[src/rtl/aoc_day7_pkg.sv]
// Shared definitions for the day-7 beam-splitter pipeline: ASCII codes,
// status encodings, loader FSM states and default grid geometry.
package aoc_day7_pkg;

  localparam int DEF_WIDTH  = 141;
  localparam int DEF_HEIGHT = 141;
  localparam int MIDDLE     = 70;

  localparam logic [7:0] CH_DOT   = 8'h2E;
  localparam logic [7:0] CH_CARET = 8'h5E;
  localparam logic [7:0] CH_S     = 8'h53;
  localparam logic [7:0] CH_LF    = 8'h0A;
  localparam logic [7:0] CH_CR    = 8'h0D;

  typedef enum logic [2:0] {
    ERR_NONE            = 3'd0,
    ERR_BAD_CHAR        = 3'd1,
    ERR_WIDTH_MISMATCH  = 3'd2,
    ERR_HEIGHT_MISMATCH = 3'd3,
    ERR_START           = 3'd4
  } err_code_e;

  typedef enum logic [2:0] {
    ST_IDLE  = 3'd0,
    ST_PARSE = 3'd1,
    ST_CHECK = 3'd2,
    ST_DONE  = 3'd3,
    ST_ERR   = 3'd4
  } state_e;

endpackage : aoc_day7_pkg

[src/rtl/aoc_char_decode.sv]
// Combinational classifier for one puzzle-text byte.
module aoc_char_decode
  import aoc_day7_pkg::*;
(
  input  logic [7:0] ch,
  output logic       is_grid,
  output logic       is_splitter,
  output logic       is_start,
  output logic       is_lf,
  output logic       is_cr,
  output logic       is_bad
);

  logic is_dot;

  assign is_dot      = (ch == CH_DOT);
  assign is_splitter = (ch == CH_CARET);
  assign is_start    = (ch == CH_S);
  assign is_lf       = (ch == CH_LF);
  assign is_cr       = (ch == CH_CR);
  assign is_grid     = is_dot | is_splitter | is_start;
  assign is_bad      = ~(is_grid | is_lf | is_cr);

endmodule : aoc_char_decode

[src/rtl/aoc_grid_loader.sv]
// Streaming ASCII grid parser: turns text lines into WIDTH-bit splitter rows.
// Optional '^' counter output enabled by AOC_GRID_LOADER_CARET_COUNT_EN.
module aoc_grid_loader
  import aoc_day7_pkg::*;
#(
  parameter int WIDTH  = DEF_WIDTH,
  parameter int HEIGHT = DEF_HEIGHT,
  parameter int ROW_AW = 8,
  parameter int COL_W  = 8
) (
  input  logic              clk,
  input  logic              rst,
  input  logic              start,
  input  logic              in_valid,
  input  logic [7:0]        in_data,
  input  logic              in_last,
  output logic              in_ready,
  output logic              row_we,
  output logic [ROW_AW-1:0] row_addr,
  output logic [WIDTH-1:0]  row_data,
  output logic [COL_W-1:0]  start_col,
  output logic              done,
  output logic              error,
  output logic [2:0]        err_code
`ifdef AOC_GRID_LOADER_CARET_COUNT_EN
  ,
  output logic [31:0]       caret_count
`endif
);

  // Row counter carries one extra bit so that row == HEIGHT is representable.
  localparam int RW = ROW_AW + 1;

  state_e            state_q, state_d;
  err_code_e         err_code_q, err_code_d;
  err_code_e         byte_err;
  logic [COL_W-1:0]  col_q, col_d;
  logic [RW-1:0]     row_q, row_d;
  logic              start_seen_q, start_seen_d;
  logic [WIDTH-1:0]  bitmap_q, bitmap_d;
  logic [WIDTH-1:0]  bitmap_shift;
  logic [COL_W-1:0]  start_col_q, start_col_d;
  logic              row_we_q, row_we_d;
  logic [ROW_AW-1:0] row_addr_q, row_addr_d;
  logic [WIDTH-1:0]  row_data_q, row_data_d;
  logic              accept;
  logic              arm;
  logic              row_end;

  logic cls_grid, cls_splitter, cls_start, cls_lf, cls_cr, cls_bad;

  aoc_char_decode u_decode (
    .ch          (in_data),
    .is_grid     (cls_grid),
    .is_splitter (cls_splitter),
    .is_start    (cls_start),
    .is_lf       (cls_lf),
    .is_cr       (cls_cr),
    .is_bad      (cls_bad)
  );

  assign in_ready = (state_q == ST_PARSE);
  assign accept   = in_valid && in_ready;
  assign arm      = start && (state_q == ST_IDLE || state_q == ST_DONE || state_q == ST_ERR);

  // Characters enter at the MSB; after WIDTH shifts column x sits at bit x.
  assign bitmap_shift = {cls_splitter, bitmap_q[WIDTH-1:1]};

  always_comb begin
    // NOTE: every variable gets a default before any branch so no latch is inferred.
    state_d      = state_q;
    err_code_d   = err_code_q;
    col_d        = col_q;
    row_d        = row_q;
    start_seen_d = start_seen_q;
    bitmap_d     = bitmap_q;
    start_col_d  = start_col_q;
    row_we_d     = 1'b0;
    row_addr_d   = row_addr_q;
    row_data_d   = row_data_q;
    byte_err     = ERR_NONE;
    row_end      = 1'b0;

    unique case (state_q)
      ST_PARSE: begin
        if (accept) begin
          if (cls_bad) begin
            byte_err = ERR_BAD_CHAR;
          end else if (cls_grid) begin
            if (col_q == COL_W'(WIDTH)) begin
              byte_err = ERR_WIDTH_MISMATCH;
            end else if (cls_start && start_seen_q) begin
              byte_err = ERR_START;
            end else begin
              bitmap_d = bitmap_shift;
              col_d    = col_q + COL_W'(1);
              if (cls_start) begin
                start_seen_d = 1'b1;
                start_col_d  = col_q;
              end
              // A file that ends without a newline still closes its last row.
              row_end = in_last && (col_q == COL_W'(WIDTH - 1));
            end
          end else if (cls_lf) begin
            if (col_q == COL_W'(WIDTH)) begin
              row_end = 1'b1;
            end else if (col_q != '0) begin
              byte_err = ERR_WIDTH_MISMATCH;
            end
          end else if (cls_cr) begin
            // Dropped so that CRLF files parse like LF files.
          end

          if (byte_err == ERR_NONE && row_end && row_q == RW'(HEIGHT)) begin
            byte_err = ERR_HEIGHT_MISMATCH;
          end

          if (byte_err != ERR_NONE) begin
            state_d    = ST_ERR;
            err_code_d = byte_err;
          end else begin
            if (row_end) begin
              row_we_d   = 1'b1;
              row_addr_d = row_q[ROW_AW-1:0];
              row_data_d = (cls_grid) ? bitmap_shift : bitmap_q;
              row_d      = row_q + RW'(1);
              col_d      = '0;
              bitmap_d   = '0;
            end
            if (in_last) begin
              state_d = ST_CHECK;
            end
          end
        end
      end

      // The final row write is on the port this cycle; the end check follows it.
      ST_CHECK: begin
        if (row_q == RW'(HEIGHT) && start_seen_q) begin
          state_d = ST_DONE;
        end else if (!start_seen_q) begin
          state_d    = ST_ERR;
          err_code_d = ERR_START;
        end else begin
          state_d    = ST_ERR;
          err_code_d = ERR_HEIGHT_MISMATCH;
        end
      end

      default: begin
        if (arm) begin
          state_d      = ST_PARSE;
          err_code_d   = ERR_NONE;
          col_d        = '0;
          row_d        = '0;
          start_seen_d = 1'b0;
          bitmap_d     = '0;
        end
      end
    endcase
  end

  // NOTE: sequential state uses non-blocking assignments so every flop samples pre-edge values.
  always_ff @(posedge clk or posedge rst) begin
    if (rst) begin
      state_q      <= ST_IDLE;
      err_code_q   <= ERR_NONE;
      col_q        <= '0;
      row_q        <= '0;
      start_seen_q <= 1'b0;
      bitmap_q     <= '0;
      start_col_q  <= '0;
      row_we_q     <= 1'b0;
      row_addr_q   <= '0;
      row_data_q   <= '0;
    end else begin
      state_q      <= state_d;
      err_code_q   <= err_code_d;
      col_q        <= col_d;
      row_q        <= row_d;
      start_seen_q <= start_seen_d;
      bitmap_q     <= bitmap_d;
      start_col_q  <= start_col_d;
      row_we_q     <= row_we_d;
      row_addr_q   <= row_addr_d;
      row_data_q   <= row_data_d;
    end
  end

  assign row_we    = row_we_q;
  assign row_addr  = row_addr_q;
  assign row_data  = row_data_q;
  assign start_col = start_col_q;
  assign done      = (state_q == ST_DONE);
  assign error     = (state_q == ST_ERR);
  assign err_code  = err_code_q;

`ifdef AOC_GRID_LOADER_CARET_COUNT_EN
  logic [31:0] caret_count_q, caret_count_d;

  always_comb begin
    caret_count_d = caret_count_q;
    if (arm) begin
      caret_count_d = '0;
    end else if (accept && cls_splitter) begin
      caret_count_d = caret_count_q + 32'd1;
    end
  end

  always_ff @(posedge clk or posedge rst) begin
    if (rst) begin
      caret_count_q <= '0;
    end else begin
      caret_count_q <= caret_count_d;
    end
  end

  assign caret_count = caret_count_q;
`endif

endmodule : aoc_grid_loader

[config.mk]
export PLATFORM = sky130hd
export DESIGN_NAME = aoc_grid_loader
export DESIGN_NICKNAME = d
export VERILOG_FILES = /design/src/rtl/aoc_day7_pkg.sv /design/src/rtl/aoc_char_decode.sv /design/src/rtl/aoc_grid_loader.sv
export SDC_FILE = /design/constraint.sdc
export NUM_CORES = 1
export LEC_CHECK = 0
export BUFFER_PORTS_ARGS = -buffer_cell sky130_fd_sc_hd__buf_2
export CORE_AREA = 5 5 164 166
export CTS_CLUSTER_DIAMETER = 30
export DETAILED_ROUTE_END_ITERATION = 6
export DIE_AREA = 0 0 169 171
export GPL_TIMING_DRIVEN = 0
export PLACE_DENSITY = 0.77
export SLEW_MARGIN = 15
export SYNTH_ARGS = -nofsm -noshare
export SYNTH_HDL_FRONTEND = slang
export SYNTH_SLANG_ARGS = --single-unit
[constraint.sdc]
create_clock -name clk -period 13.9 [get_ports clk]
set_input_delay 2.085 -clock clk [delete_from_list [all_inputs] [get_ports clk]]
set_output_delay 2.085 -clock clk [all_outputs]
set_load 0.01 [all_outputs]
; ---- Word level (Yosys, flattened, before mapping)
; Index checks and enable logic that the tools add are counted.
[word_totals]
mem_bits_ro = 0
wordCells = 133
mem_count = 0
reg_bits = 323
ramBits = 0
latch_bits = 0
[classes]
n_bitwise = 8
n_div = 0
muxes = 68
n_mul = 0
eq_ne = 23
addsub = 2
magnitude_cmp = 0
n_reduce_logical = 22
shifts = 0
[op_table]
columns = cell, n
row1 = 141-bit 2-to-1 mux, 9
row2 = 141-bit case mux with 2 select lines, 1
row3 = 8-bit 2-to-1 mux, 8
row4 = 3-bit 2-to-1 mux, 19
row5 = 9-bit 2-to-1 mux, 4
row6 = 1-bit 2-to-1 mux, 19
row7 = 9-bit case mux with 2 select lines, 1
row8 = "8-bit by 4-bit equality test with 1-bit output, second input constant", 2
row9 = "8-bit by 7-bit equality test with 1-bit output, second input constant", 2
row10 = "8-bit equality test, second input constant", 2
row11 = 8-bit case mux with 2 select lines, 1
row12 = "2-bit by 1-bit != test with 1-bit output, second input constant", 6
row13 = 3-bit case mux with 2 select lines, 2
row14 = "9-bit by 1-bit adder with 9-bit output, second input constant", 1
row15 = "9-bit by 8-bit equality test with 1-bit output, second input constant", 1
row16 = "8-bit by 1-bit adder with 8-bit output, second input constant", 1
row17 = "8-bit by 6-bit equality test with 1-bit output, second input constant", 1
row18 = "2-bit != test, second input constant", 4
row19 = 4-bit AND reduction, 2
row20 = 8-bit AND reduction, 1
row21 = 8-bit nonzero test, 1
row22 = 1-bit logical AND, 7
row23 = 7-bit AND reduction, 1
row24 = "3-bit by 2-bit equality test with 1-bit output, second input constant", 2
row25 = 13 further kinds, 25

; ---- Longest topological paths before layout
[logic_depth]
ltp_word = 18
depth_mapped = 11
depth_no_buf = 8

; ---- Hierarchy
; Synthesis repeated with hierarchy kept, for this count alone.
[unflattened]
hier_cells = 1476
hier_area_um2 = 14436.3
[modules_own_cells]
columns = module, cells_per_inst, area_per_inst_um2, n_inst
row1 = aoc_grid_loader, 1456, 14301.2, 1
row2 = aoc_char_decode, 20, 135.1, 1

; ---- Worst setup path after synthesis
; No wires, ideal clock.
[synth_path]
path_type = input -> register
startpoint = in in_data[4]
endpoint = reg col_q[3]
setup_ns = 0.119
path_slack_ns = 10.000
path_stages = 6
required_ns = 13.781
t_arrival_ns = 3.781
path_cell_list = or4b_4 > a21oi_4 > nor2_2 > or4b_2 > a21oi_1 > nor2_1
[synth_between]
elab_chain_cells = 18
word_cells_on_any_way = 39
[synth_lines]
columns = element, line
row1 = from (decl), aoc_grid_loader.sv:15  ; input logic [7:0] in_data,
row2 = "8-bit by 6-bit equality test with 1-bit output, or another cell as far along", aoc_char_decode.sv:16  ; assign is_dot = (ch == CH_DOT);
row3 = 1-bit bitwise OR / 1-bit logical AND (equally long branches), "aoc_char_decode.sv:21, aoc_grid_loader.sv:92"
row4 = 1-bit bitwise OR / 3-bit 2-to-1 mux (equally long branches), "aoc_char_decode.sv:21, aoc_grid_loader.sv:92"
row5 = 1-bit bitwise OR / 3-bit 2-to-1 mux (equally long branches), "aoc_char_decode.sv:22, aoc_grid_loader.sv:90"
row6 = 1-bit bitwise OR / 3-bit 2-to-1 mux (equally long branches), "aoc_char_decode.sv:22, aoc_grid_loader.sv:89"
row7 = 3-bit 2-to-1 mux, aoc_grid_loader.sv:87  ; if (cls_bad) begin
row8 = 3-bit 2-to-1 mux, aoc_grid_loader.sv:86  ; if (accept) begin
row9 = 3-bit 2-to-1 mux, aoc_grid_loader.sv:84  ; unique case (state_q)
row10 = 3-bit logical NOT, aoc_grid_loader.sv:114  ; if (byte_err == ERR_NONE && row_end && row_q == RW'(HEIGHT)) begin
row11 = 1-bit logical AND (2 in a row), aoc_grid_loader.sv:114
row12 = 3-bit 2-to-1 mux, aoc_grid_loader.sv:114
row13 = 3-bit 2-to-1 mux, aoc_grid_loader.sv:86
row14 = 3-bit 2-to-1 mux, aoc_grid_loader.sv:84
row15 = 3-bit nonzero test, aoc_grid_loader.sv:118  ; if (byte_err != ERR_NONE) begin
row16 = 8-bit 2-to-1 mux *, aoc_grid_loader.sv:118
row17 = 8-bit 2-to-1 mux *, aoc_grid_loader.sv:86
row18 = 8-bit case mux with 2 select lines *, aoc_grid_loader.sv:84
row19 = to (signal assigned), aoc_grid_loader.sv:179  ; col_q <= col_d;
row20 = to (decl), aoc_grid_loader.sv:37  ; logic [COL_W-1:0] col_q, col_d;
; Every way passes the cells marked *; elsewhere a longest branch is shown, timed or not. The select of a mux whose other input is x is not followed.
; A chain may end at the register's enable or synchronous reset.

; ---- Worst setup path after layout
[layout_path]
startpoint = in in_data[7]
endpoint = reg row_data_q[3] (netlist: row_data[3])
[layout_between]
elab_chain_cells = 17
word_cells_on_any_way = 34
[layout_lines]
columns = element, line
row1 = "8-bit by 6-bit equality test with 1-bit output, or another cell as far along", aoc_char_decode.sv:16
row2 = 1-bit bitwise OR / 1-bit logical AND (equally long branches), "aoc_char_decode.sv:21, aoc_grid_loader.sv:92"
row3 = 1-bit bitwise OR / 3-bit 2-to-1 mux (equally long branches), "aoc_char_decode.sv:21, aoc_grid_loader.sv:92"
row4 = 1-bit bitwise OR / 3-bit 2-to-1 mux (equally long branches), "aoc_char_decode.sv:22, aoc_grid_loader.sv:90"
row5 = 1-bit bitwise OR / 3-bit 2-to-1 mux (equally long branches), "aoc_char_decode.sv:22, aoc_grid_loader.sv:89"
row6 = 3-bit 2-to-1 mux, aoc_grid_loader.sv:87
row7 = 3-bit 2-to-1 mux, aoc_grid_loader.sv:86
row8 = 3-bit 2-to-1 mux, aoc_grid_loader.sv:84
row9 = 3-bit logical NOT, aoc_grid_loader.sv:114
row10 = 1-bit logical AND (2 in a row), aoc_grid_loader.sv:114
row11 = 3-bit 2-to-1 mux, aoc_grid_loader.sv:114
row12 = 3-bit 2-to-1 mux, aoc_grid_loader.sv:86
row13 = 3-bit 2-to-1 mux, aoc_grid_loader.sv:84
row14 = 3-bit nonzero test, aoc_grid_loader.sv:118
row15 = 1-bit NOT (no line), --
row16 = 4-bit AND reduction (no line), --
row17 = to (signal assigned), aoc_grid_loader.sv:186  ; row_data_q <= row_data_d;
row18 = to (decl), aoc_grid_loader.sv:45  ; logic [WIDTH-1:0] row_data_q, row_data_d;
; Parallel ways exist; a longest one is shown, timed or not. The select of a mux whose other input is x is not followed.

==> key figures <==
Flow run
  • Max Cap Viol: 0

Yosys
  • Flops & latches, synth: roughly 320
  • Syn_nets: approximately 1500
  • Ys Warns: 0
  • Async SR Flop Fraction: 100%
  • Sequential share of the synthesized area: 56.2%
  • Ranking of synthesized cells by area: dfrtp_1, nand2_1, mux2i_1
  • Area leader, netlist: dfrtp_1
  • Synth Instances: about 1500
  • Syn avg cell area: about 9.7 um^2
  • Synth cell types: 64
  • Syn Std Cell Area: 14400 um^2
  • EDFF count, synth: 0
  • Synth top area share: between 50% and 60%
  • Synth Flop Type: dfrtp_1

Die
  • Core area: 25500 um^2
  • # IOs: 177
  • DIE HEIGHT: 171 um
  • Die area: a little under 30000 um^2
  • Die width: 169 um
  • Initial Utilization: 56.5%
  • Placement Rows: 59

Route
  • Vias: 11800
  • Vias per inst: roughly 5.6
  • Routed wire length per instance: 16.9 um
  • Total wire length: 35700 um
  • Initial DRC Count: about 920
  • Post-route antenna net violation count: 0
  • DRC: 1
  • TritonRoute pass-1 iters: 7

Status
  • Status: finished, violations left
  • Violated checks: DRC

CTS
  • Total CTS buffers: 60
  • Worst-Skew Late Latency: 580 ps
  • Post-cts sizing count: 0
  • Clock sinks: 323
  • H-Tree Depth: 2
  • Post-CTS Setup Inserts: 0
  • Maximum clock path buffer count: 3
  • Root buf cell: clkbuf_16
  • CTS tree: built
  • Clock slew seen by the registers of the worst setup and hold paths: 50 ps
  • # hold bufs at CTS: 0

Setup path
  • CP Capture Type: flop
  • Crit. Startpoint: in_data[7]
  • Setup CP Type: input port to flop
  • Crit path max-delay family: buffers and inverters
  • WP data arrival: 4780 ps
  • RR Startpoint: row_q[1]
  • Reg2reg end: row_data[3]
  • Critical Path RT: 14320 ps
  • Worst Path Max Fanout: 10
  • FF-to-FF path depth: 8
  • Startpoint Class: input port
  • Critical Path Stages: 8
  • Worst path bufs/invs: 3
  • Worst reg-to-reg setup slack: around 11000 ps
  • Most used cell, CP: clkbuf_1
  • Crit path capture: row_data[3]
  • CP max stage delay: 750 ps
  • Ordered cell list for the critical path: buf_2 > and4bb_2 > o211ai_1 > a21oi_1 > o2111ai_1 > clkbuf_1 > clkbuf_1 > o21ai_0
  • Critical-path top delay cell: clkbuf_1

Global route
  • Largest net degree at the start of global routing: 107
  • Initial antenna violation count: 0
  • First-pass GRT wire length: 59500 um
  • Vias in the first global route: 11800
  • Congestion Overflow GR: 0
  • GR Util All Layers: approximately 25%

STA
  • Shortest period the worst path allows: 4360 ps
  • Hold slack final: 473 ps
  • Layout Skew: 31.2 ps
  • RSZ-0062 raised after global routing: false
  • Setup-failing EPs final: 0
  • Fin. max-slew vios: 0
  • Worst slew margin: 37.1%
  • Least-Margin Pin Slew: 944 ps
  • Final setup margin: 9540 ps
  • Hold Vio Cnt, Final: 0
  • Setup tns final: 0 ps
  • Fmax: around 230 MHz
  • Final clock period utilization by the worst path: 31.4%

Worst hold path
  • Min-delay worst type: flop to flop
  • Worst hold stages: 2
  • Hold path startpoint: row_data[133]

Layout
  • Area grow syn2layout: 24.2%
  • Fillers: 1881
  • Ant. Diodes: 0
  • Cell area after layout: 17900 um^2
  • Nets: 1745
  • Ratio of cells with drive above 1 in the final layout: between 20% and 30%

Place
  • Placer Congestion: 0.883
  • Worst slack, placed: around 9000 ps
  • Dpl cell area: 15800 um^2
  • DPL Wire Length: 23600 um
  • IO Port Bufs: 176

Pwr
  • Peak VDD IR: 0.000139 V
  • P_leak: ~0.008 uW
  • Pwr dens: 149 nW/um^2
## worst min-delay path by stage
stage | slack (ps) | to
detailed placement | 470 | row_data[51]
global placement | 460 | row_data[28]
CTS | 480 | row_data[133]
global route | 490 | row_data[126]
floorplan | 500 | bitmap_q[0]
finish | 470 | row_data[133]
## cells in the final DEF, fill, tap and decap left out, drive strengths merged, types with 14 or more instances in the layout
| master | instances |
|---|---|
| clkbuf | 119 |
| o21ai | 162 |
| buf | 234 |
| mux2i | 141 |
| a21oi | 158 |
| nand2 | 450 |
| dfrtp | 323 |
| nor2 | 22 |
| mux2 | 14 |
| clkinv | 18 |
| inv | 15 |
## layer usage
layer | wire length, um | up-vias | global-route usage, %
li1 | - | 5599 | -
met1 | 15700 | 5818 | 34.2
met2 | 17100 | 338 | 40.3
met3 | 2030 | 77 | 4.92
met4 | 867 | 0 | 7.42
met5 | 0 | - | 0
## flip-flops by register name (all words and copies together) (netlist names)
signal,count
bitmap_q,141
col_q,8
err_code,3
row_addr,8
row_data,141
row_q,9
row_we,1
start_col,8
start_seen_q,1
state_q,3
## kinds of logic after synthesis
group,after synthesis,synth area share (%)
AO/OA/AOI/OAI,356,13.4
flip-flops,323,56.2
AND/OR/NAND/NOR,537,15.5
adder cells (fa/ha/maj),5,0.435
buffers and inverters,107,3.30
XOR/XNOR,3,0.183
multiplexers,155,10.9
## through the flow
step                std cells  power, uW  util [%]
global route             2111       2760      70.2
floorplan                1486       1130         -
CTS                      2111       2680      70.2
global placement         1997       1200      61.6
detailed placement       2000       1210      61.9
finish                   2111       2660      70.2
## Yosys cell counts (6+ instances only)
master and instances:
buf_2 52, mux2_2 14, o21ai_0 157, nor2_1 21, dfrtp_1 323, clkbuf_1 44, a21oi_1 156, mux2i_1 141
nand2_1 450, o211ai_1 6, nand4_1 8, nand3_1 11, inv_1 7, or3_1 7
## cell type report
type                    instances  area, um^2  share of cell area, %
flip-flops and latches        323        8080                   45.2
repair buffers                179         963                   5.39
plain buffers                  99         444                   2.49
multi-input cells            1056        5820                   32.6
clock inverters                36         385                   2.16
inverters                       8        37.5                  0.210
clock buffers                  75        1710                   9.57
well taps                     335         419                   2.35
## power breakdown
group          leakage [uW]  switching, uW  internal, uW
logic               0.00242            174          57.3
registers           0.00450           12.1           954
clock network       0.00103            500           967
## worst reg2reg max path, cell delays in order, from the launching register on
cell and delay (ps):
dfrtp_1 440, inv_1 110, ha_1 140, nor4bb_1 350
nand4_1 330, o2111ai_1 340, clkbuf_1 750, clkbuf_1 470
o21ai_0 210
No activity file was read; power rests on OpenSTA's default activity.
